## config.mk

```make
export PLATFORM = sky130hd
export DESIGN_NAME = sync_fifo_wr_arbiter
export DESIGN_NICKNAME = d
export VERILOG_FILES = /design/src/rtl/sync_fifo_arb_pkg.sv /design/src/rtl/sync_fifo_wr_arbiter_rr_pick.sv /design/src/rtl/sync_fifo_wr_arbiter.sv
export SDC_FILE = /design/constraint.sdc
export NUM_CORES = 1
export LEC_CHECK = 0
export ABC_AREA = 0
export CORE_MARGIN = 2
export CORE_UTILIZATION = 43
export DETAILED_ROUTE_END_ITERATION = 8
export GPL_ROUTABILITY_DRIVEN = 1
export GPL_TIMING_DRIVEN = 0
export PLACE_DENSITY = 0.83
export SLEW_MARGIN = 10
export SYNTH_ARGS = -nofsm -noshare
export SYNTH_HDL_FRONTEND = slang
export SYNTH_SLANG_ARGS = --single-unit
```

## constraint.sdc

```tcl
create_clock -name wr_clk -period 8.7 [get_ports wr_clk]
set_clock_uncertainty 0.05 [all_clocks]
set_input_delay 2.175 -clock wr_clk [delete_from_list [all_inputs] [get_ports wr_clk]]
set_output_delay 2.175 -clock wr_clk [all_outputs]
set_load 0.05 [all_outputs]
```

## src/rtl/sync_fifo_arb_pkg.sv

```systemverilog
// Shared types, helpers and default sizing for the FIFO write arbiter and its schedulers.
package sync_fifo_arb_pkg;

  typedef enum logic {
    IDLE = 1'b0,
    BUSY = 1'b1
  } state_t;

  // Ceiling log2, usable in constant expressions.
  function automatic int clog2(input int value);
    int result;
    int v;
    result = 0;
    v = value - 1;
    while (v > 0) begin
      result = result + 1;
      v = v >> 1;
    end
    return result;
  endfunction

  localparam int DEPTH_WIDTH_DEF = 8;
  localparam int DEPTH           = 2 ** DEPTH_WIDTH_DEF;
  localparam int OCC_W           = DEPTH_WIDTH_DEF + 1;

endpackage

```

## src/rtl/sync_fifo_wr_arbiter_rr_pick.sv

```systemverilog
// Combinational round-robin picker: first set request strictly after rr_ptr, rr_ptr itself last.
module rr_pick
  import sync_fifo_arb_pkg::*;
#(
  parameter int N_REQ = 4,
  parameter int IDX_W = (N_REQ > 1) ? clog2(N_REQ) : 1
) (
  input  logic [N_REQ-1:0] req,
  input  logic [IDX_W-1:0] rr_ptr,
  output logic             found,
  output logic [IDX_W-1:0] index
);

  // Wrap-around candidates (0..rr_ptr) first, then the preferred ones above rr_ptr override them.
  always_comb begin
    found = 1'b0;
    index = '0;
    for (int j = N_REQ - 1; j >= 0; j--) begin
      if (req[j] && (j <= int'(rr_ptr))) begin
        found = 1'b1;
        index = IDX_W'(j);
      end
    end
    for (int j = N_REQ - 1; j >= 0; j--) begin
      if (req[j] && (j > int'(rr_ptr))) begin
        found = 1'b1;
        index = IDX_W'(j);
      end
    end
  end

endmodule

```

## src/rtl/sync_fifo_wr_arbiter.sv

```systemverilog
// Packet-granular round-robin arbiter sharing one single-clock FIFO write port.
module sync_fifo_wr_arbiter
  import sync_fifo_arb_pkg::*;
#(
  parameter int N_REQ       = 4,
  parameter int DATA_WIDTH  = 32,
  parameter int DEPTH_WIDTH = DEPTH_WIDTH_DEF,
  parameter int MAX_PKT_LEN = 16,
  localparam int IDX_W      = (N_REQ > 1) ? clog2(N_REQ) : 1
) (
  input  logic                        wr_clk,
  input  logic                        wr_rst,
  input  logic [N_REQ-1:0]            req_valid,
  input  logic [N_REQ*DATA_WIDTH-1:0] req_data,
  input  logic [N_REQ-1:0]            req_last,
  output logic [N_REQ-1:0]            req_ready,
  output logic                        fifo_wr_en,
  output logic [DATA_WIDTH-1:0]       fifo_wr_data,
  input  logic                        fifo_rd_en,
  input  logic                        fifo_rd_empty,
  input  logic                        fifo_wr_full,
  output logic [DEPTH_WIDTH:0]        occupancy,
  output logic                        busy,
  output logic [IDX_W-1:0]            grant_id,
  output logic                        err_oversize,
  output logic                        err_overflow
);

  localparam int OCC_N = DEPTH_WIDTH + 1;
  localparam logic [OCC_N-1:0] DEPTH_OCC = OCC_N'(2 ** DEPTH_WIDTH);
  localparam logic [OCC_N-1:0] MAX_OCC   = OCC_N'(MAX_PKT_LEN);

  state_t             state;
  state_t             next_state;
  logic [IDX_W-1:0]   rr_ptr;
  logic [IDX_W-1:0]   pick_idx;
  logic               pick_found;
  logic               start_grant;
  logic [OCC_N-1:0]   free_cnt;
  logic [OCC_N-1:0]   beat_cnt;
  logic               start_ok;
  logic               beat_ok;
  logic               accept;
  logic               accept_last;
  logic               rd_dec;

  assign free_cnt    = DEPTH_OCC - occupancy;
  assign start_ok    = free_cnt >= MAX_OCC;
  assign beat_ok     = occupancy < DEPTH_OCC;
  assign accept      = (state == BUSY) && beat_ok && req_valid[grant_id];
  assign accept_last = accept && req_last[grant_id];
  assign rd_dec      = fifo_rd_en && !fifo_rd_empty && (occupancy != '0);
  assign busy        = (state == BUSY);

  rr_pick #(
    .N_REQ (N_REQ),
    .IDX_W (IDX_W)
  ) u_rr_pick (
    .req    (req_valid),
    .rr_ptr (rr_ptr),
    .found  (pick_found),
    .index  (pick_idx)
  );

  // State register for the grant FSM.
  always_ff @(posedge wr_clk) begin
    if (wr_rst) state <= IDLE;
    else        state <= next_state;
  end

  // Next state and ready: ready depends only on registered grant and occupancy, never on req_valid.
  always_comb begin
    next_state  = state;
    req_ready   = '0;
    start_grant = 1'b0;
    case (state)
      IDLE: begin
        if (start_ok && pick_found) begin
          start_grant = 1'b1;
          next_state  = BUSY;
        end
      end
      BUSY: begin
        req_ready[grant_id] = beat_ok;
        if (accept_last) next_state = IDLE;
      end
      default: next_state = IDLE;
    endcase
  end

  // Grant and round-robin pointer; the pointer moves only when a packet completes.
  always_ff @(posedge wr_clk) begin
    if (wr_rst) begin
      grant_id <= '0;
      rr_ptr   <= '0;
    end else begin
      if (start_grant) grant_id <= pick_idx;
      if (accept_last) rr_ptr <= grant_id;
    end
  end

  // Per-packet beat count and sticky oversize flag on a beat that reaches the limit without last.
  always_ff @(posedge wr_clk) begin
    if (wr_rst) begin
      beat_cnt     <= '0;
      err_oversize <= 1'b0;
    end else begin
      if (accept_last) beat_cnt <= '0;
      else if (accept && (beat_cnt != MAX_OCC)) beat_cnt <= beat_cnt + 1'b1;
      if (accept && !req_last[grant_id] && (beat_cnt >= MAX_OCC - 1'b1)) err_oversize <= 1'b1;
    end
  end

  // Registered write port, one cycle after acceptance; data holds between writes.
  always_ff @(posedge wr_clk) begin
    if (wr_rst) begin
      fifo_wr_en   <= 1'b0;
      fifo_wr_data <= '0;
      err_overflow <= 1'b0;
    end else begin
      fifo_wr_en <= accept;
      if (accept) fifo_wr_data <= req_data[grant_id*DATA_WIDTH +: DATA_WIDTH];
      if (fifo_wr_en && fifo_wr_full) err_overflow <= 1'b1;
    end
  end

  // Exact occupancy from beat commits and effective FIFO reads; simultaneous events cancel.
  always_ff @(posedge wr_clk) begin
    if (wr_rst) begin
      occupancy <= '0;
    end else begin
      case ({accept, rd_dec})
        2'b10:   occupancy <= occupancy + 1'b1;
        2'b01:   occupancy <= occupancy - 1'b1;
        default: occupancy <= occupancy;
      endcase
    end
  end

endmodule

```

* After elaboration in Yosys (flattened, before gate mapping) *
Index checks and enable logic that the tools add are counted.

storage, ports and cells
  register bits = 58
  bits of input ports = 141
  word-level logic and storage cells = 78

operators by class
  $add $sub $neg = 4
  $lt $le $gt $ge = 11
  equal/unequal tests = 3
  shift-type cells = 1
  mux-type cells = 26
  bitwise gates (word level) = 2
  reductions and logical operators = 22

operators by type and width
  kind                   number
  $shiftx A128 B8 Y32    1
  $add A9 B1 Y9 const B  2
  $pmux W9 S2            1
  $logic_and A1 B1 Y1    17
  $mux W2                7
  $mux W1                13
  $ge A9 B4 Y1 const B   1
  $ge A9 B5 Y1 const B   1
  $lt A9 B9 Y1 const B   1
  $ne A9 B5 Y1 const B   1
  $reduce_bool A9 Y1     1
  $sub A9 B1 Y9 const B  1
  $sub A9 B9 Y9 const A  1
  $and A4 B4 Y4          1
  $bmux W1 S2            2
  $gt A2 B2 Y1 const A   2
  $le A2 B2 Y1 const A   2
  $mux W4                1
  $lt A2 B3 Y1 const B   1
  $demux W1 S2           1
  $eq A2 B1 Y1 const B   1
  $eq A2 B2 Y1 const B   1
  $ge A2 B1 Y1 const B   1
  $gt A1 B2 Y1 const A   1
  6 further kinds        7

* Longest topological paths before layout *
  depth in word-level cells = 12
  mapped depth = 19
  mapped depth without buffers = 14

* By module *
A second synthesis with hierarchy kept.

second synthesis, totals
  cells, all modules = 412
  area total of the unflattened synthesis = 3663.5 µm²

by module, submodules not included
  module                instances  cells each  area each (µm²)  sequential area each (µm²)
  sync_fifo_wr_arbiter  1          398         3582.2           1161.1
  rr_pick               1          14          81.3             0.0

* Worst setup path after synthesis *
OpenSTA, ideal clock, no wires.

  kind = in2reg
  start point = input req_valid[3]
  end point = register occupancy[4]
  setup time = 0.121 ns
  arrival time = 5.493 ns
  required time = 8.529 ns
  slack = 3.037 ns
  cell stages on the path = 14
  buffers on the path = 3
  cells stage by stage = mux4_2 -> and3_1 -> inv_2 -> clkbuf_1 -> ha_1 -> clkbuf_1 -> buf_1 -> xor2_1 -> ha_1 -> a21boi_0 -> o22ai_1 -> or3_1 -> a21oi_1 -> mux2_2

on the way
  longest elaborated chain between the ends = 5
  elaborated cells between the ends (all ways) = 7

RTL lines
  item                                                      line                         text
  from (decl)                                               sync_fifo_wr_arbiter.sv:13   input logic [N_REQ-1:0] req_valid,
  $bmux W1 S2 *                                             sync_fifo_wr_arbiter.sv:50   assign accept = (state == BUSY) && beat_ok && req_valid[grant_id];
  $mux W1 (not written as such) *                           sync_fifo_wr_arbiter.sv:50
  $logic_and A1 B1 Y1 *                                     sync_fifo_wr_arbiter.sv:50
  $eq A2 B1 Y1 / $eq A2 B2 Y1 (equally long branches)       sync_fifo_wr_arbiter.sv:132  case ({accept, rd_dec})
  $pmux W9 S2 / $reduce_bool A2 Y1 (equally long branches)  n/a
  to (signal assigned)                                      sync_fifo_wr_arbiter.sv:133  2'b10: occupancy <= occupancy + 1'b1;
  to (signal assigned)                                      sync_fifo_wr_arbiter.sv:134  2'b01: occupancy <= occupancy - 1'b1;
  to (signal assigned)                                      sync_fifo_wr_arbiter.sv:135  default: occupancy <= occupancy;
  to (decl)                                                 sync_fifo_wr_arbiter.sv:22   output logic [DEPTH_WIDTH:0] occupancy,

Every way passes the cells marked *; elsewhere a longest branch is shown, timed or not. The select of a mux whose other input is x is not followed.
A chain may end at the register's enable or synchronous reset.

* Final worst setup path *
Ends and elaborated chain as after synthesis.

==> metrics.md <==
| Metric | Value |
|---|---|
| Die X-Extent | `96.67 µm` |
| H-tree levels | `3` |
| CP Class | `input port to register` |
| PwrDens | `268.4 nW/µm²` |
| Register area share after synthesis | `0.3145` |
| Post-DP HPWL | `9881 µm` |
| Synth top area cells | `dfxtp_1, mux4_2, nand2_1, a21oi_1, nor2_1` |
| Vias in the first global route | `4099` |
| First-pass GRT wire length | `19840 µm` |
| Routed wire length per instance | `16.69 µm` |
| Starting Density | `0.4471` |
| Top-area cell type share of the netlist area | `0.3145` |
| Crit-path slowest cell | `mux4_2` |
| CP arrival | `6.83 ns` |
| # diodes | `0` |
| Post-synth EDFFs | `0` |
| Worst path buffer plus inverter count | `5` |
| YS warnings | `0` |
| Total gr overflow | `0` |
| Synth async-reset ratio | `0` |
| Max-Cap Viols | `0` |
| Chip Height | `96.67 µm` |
| Netlist cell types | `52` |
| Peak VDD IR | `0.1313 mV` |
| Number of I/O port buffers | `191` |
| CP required | `8.88 ns` |
| Pleak | `2.078 nW` |
| Total power | `1.588 mW` |
| Area delta synth->final | `60.18%` |
| Nets | `772` |
| Longest Clk Path Bufs | `2` |
| Cells after Synth | `422` |
| Max Slew Vio Count | `0` |
| Least-Margin Pin Slew | `0.7955 ns` |
| Final TNS setup | `0 ns` |
| Final-report setup violation count | `0` |
| CP top delay family | `buffers and inverters` |
| Crit share post-route | `0.7636` |
| Clock sink count | `58` |
| Min Tclk post-route | `6.643 ns` |
| Antenna-violating nets left | `0` |
| Drt total wl | `12250 µm` |
| Rows | `33` |
| Core Footprint | `8258 µm²` |
| Synth Cell Area | `3692 µm²` |
| Root buffer cell | `clkbuf_8` |
| Syn Area/Cell | `8.750 µm²` |
| GPL Wtd Cong | `0.9131` |
| CTS Buf Count | `9` |
| Clock-pin slew on the worst setup and hold paths | `0.07 ns` |
| Drt pass-1 iters | `5` |
| CP Capture Type | `register` |
| Synth area leader | `dfxtp_1` |
| Critical path launch point type | `input port` |
| Vias per cell | `5.609` |
| DR vias | `4117` |
| Hold Path Class | `register to register` |
| Worst-skew pair later-pin latency | `0.35 ns` |
| Top-count cell post-synth | `nand2_1` |
| I/O pin total | `192` |
| Post-CTS Setup Bufs | `0` |
| Layout Utilization | `0.7162` |
| Final hold violation count | `0` |
| Initial antenna violation count | `0` |
| Cells along the critical path | `clkdlybuf4s50_1 -> mux4_2 -> and3_1 -> inv_2 -> clkbuf_1 -> ha_1 -> clkbuf_1 -> buf_1 -> xor2_1 -> ha_1 -> a21boi_0 -> o22ai_1 -> or3_1 -> a21oi_1 -> mux2_2` |
| Unrepaired setup endpoints after global routing | `false` |
| DRC Markers | `0` |
| Yosys reg bits | `58` |
| Count of cells resized by post-cts repair | `0` |
| Filler cell count | `609` |
| CTS tree | `built` |
| Pin count of the biggest net entering global routing | `13` |
| Largest stage delay, worst path | `0.53 ns` |
| Outcome | `finished, final reports clean` |
| Synth Flop Type | `dfxtp_1` |
| Top cells by count, synth | `nand2_1, a21oi_1, dfxtp_1` |
| Syn_nets | `570` |
| GRT Total Usage | `0.2619` |
| Fmax | `150.5 MHz` |
| Max FO, Critical Path | `11` |
| Fraction of layout cells with a size suffix above 1 | `0.1097` |
| Slew headroom | `0.4696` |
| Initial DRC count | `165` |
| Die area | `9344 µm²` |
| Hold buffer count at CTS | `0` |
==> per-stage QoR <==
stage	instances	hold WS [ns]	setup WS [ns]	cell area, µm²
2_1_floorplan	422	0.3995	3.037	3692
3_3_place_gp	718	0.3927	1.969	5736
3_5_place_dp	718	0.3972	1.749	5736
4_1_cts	734	0.4083	2.103	5914
5_1_grt	734	0.4250	1.736	5914
6_report	734	0.4095	2.057	5914
==> registers in the layout, indices dropped and copies added (netlist names) <==
name and flops:
fifo_wr_en 1, err_overflow 1, busy 1, err_oversize 1, beat_cnt 9, rr_ptr 2, fifo_wr_data 32, occupancy 9
grant_id 2
==> cell usage in the layout, fill, tap and decap left out, types with 4 or more instances in the layout <==
cell               n
buf_2              8
nand4_1            4
nor3_1             4
and3_1             4
dfxtp_1           58
clkbuf_1          22
nand3_1            8
nor3b_1            5
or4_1              6
clkbuf_8           9
buf_1              6
mux4_2            34
nor2b_1            6
nor4_1             4
nand2_1           82
inv_1             10
o21ai_0           17
nor2_1            25
clkdlybuf4s50_1  191
a21oi_1           59
ha_1               7
==> cells by family after synthesis <==
| family | Yosys count | share of synthesized area |
|---|---|---|
| compound gates | 104 | 0.1667 |
| xor+xnor | 3 | 0.007118 |
| fa+ha+maj | 7 | 0.02372 |
| buf+inv | 48 | 0.05354 |
| flops | 58 | 0.3145 |
| mux | 40 | 0.2247 |
| simple gates | 162 | 0.2098 |
==> routing by layer <==
layer | vias up | share of wire | GRT usage
met5 | - | 0 | 0
met2 | 185 | 0.54 | 0.4845
met3 | 36 | 0.065 | 0.06358
li1 | 1945 | - | -
met1 | 1951 | 0.36 | 0.2726
met4 | 0 | 0.034 | 0.1343
==> final timing paths <==
path / from / endpoint / slack (ns) / depth (start not counted)
min reg2reg: fifo_wr_data[19]$_SDFFE_PP0P_ / fifo_wr_data[19]$_SDFFE_PP0P_ / 0.41 / 2
min: fifo_wr_data[19]$_SDFFE_PP0P_ / fifo_wr_data[19]$_SDFFE_PP0P_ / 0.41 / 2
max: req_valid[3] / occupancy[4]$_SDFFE_PP0P_ / 2.06 / 15
max reg2reg: occupancy[4]$_SDFFE_PP0P_ / occupancy[4]$_SDFFE_PP0P_ / 3.40 / 19
==> where the power goes <==
group / internal, mW / switching (mW)
Combinational: 0.411 / 0.583
Clock: 0.105 / 0.121
Sequential: 0.324 / 0.0438
==> cell type report <==
type                            count  area [µm²]  share of cell area
Multi-Input combinational cell    316        2333              0.3945
Tap cell                          105       131.4             0.02221
Clock buffer                        9       123.9             0.02094
Clock inverter                      7       55.05            0.009308
Sequential cell                    58        1161              0.1963
Timing Repair Buffer              191        1912              0.3232
Inverter                           11       41.29            0.006981
Buffer                             37       156.4             0.02644
==> worst register-to-register path, cell delays in order (launching register included) <==
cell      delay [ns]
dfxtp_1         0.33
buf_6           0.14
or4_1           0.52
buf_2           0.18
nor2_1          0.14
ha_1            0.16
nor2b_1         0.08
and3_1          0.18
inv_2           0.14
clkbuf_1        0.49
ha_1            0.27
clkbuf_1        0.32
buf_1           0.43
xor2_1          0.20
ha_1            0.23
a21boi_0        0.24
o22ai_1         0.18
or3_1           0.39
a21oi_1         0.17
mux2_2          0.35
Power figures use the tool's default switching activity.
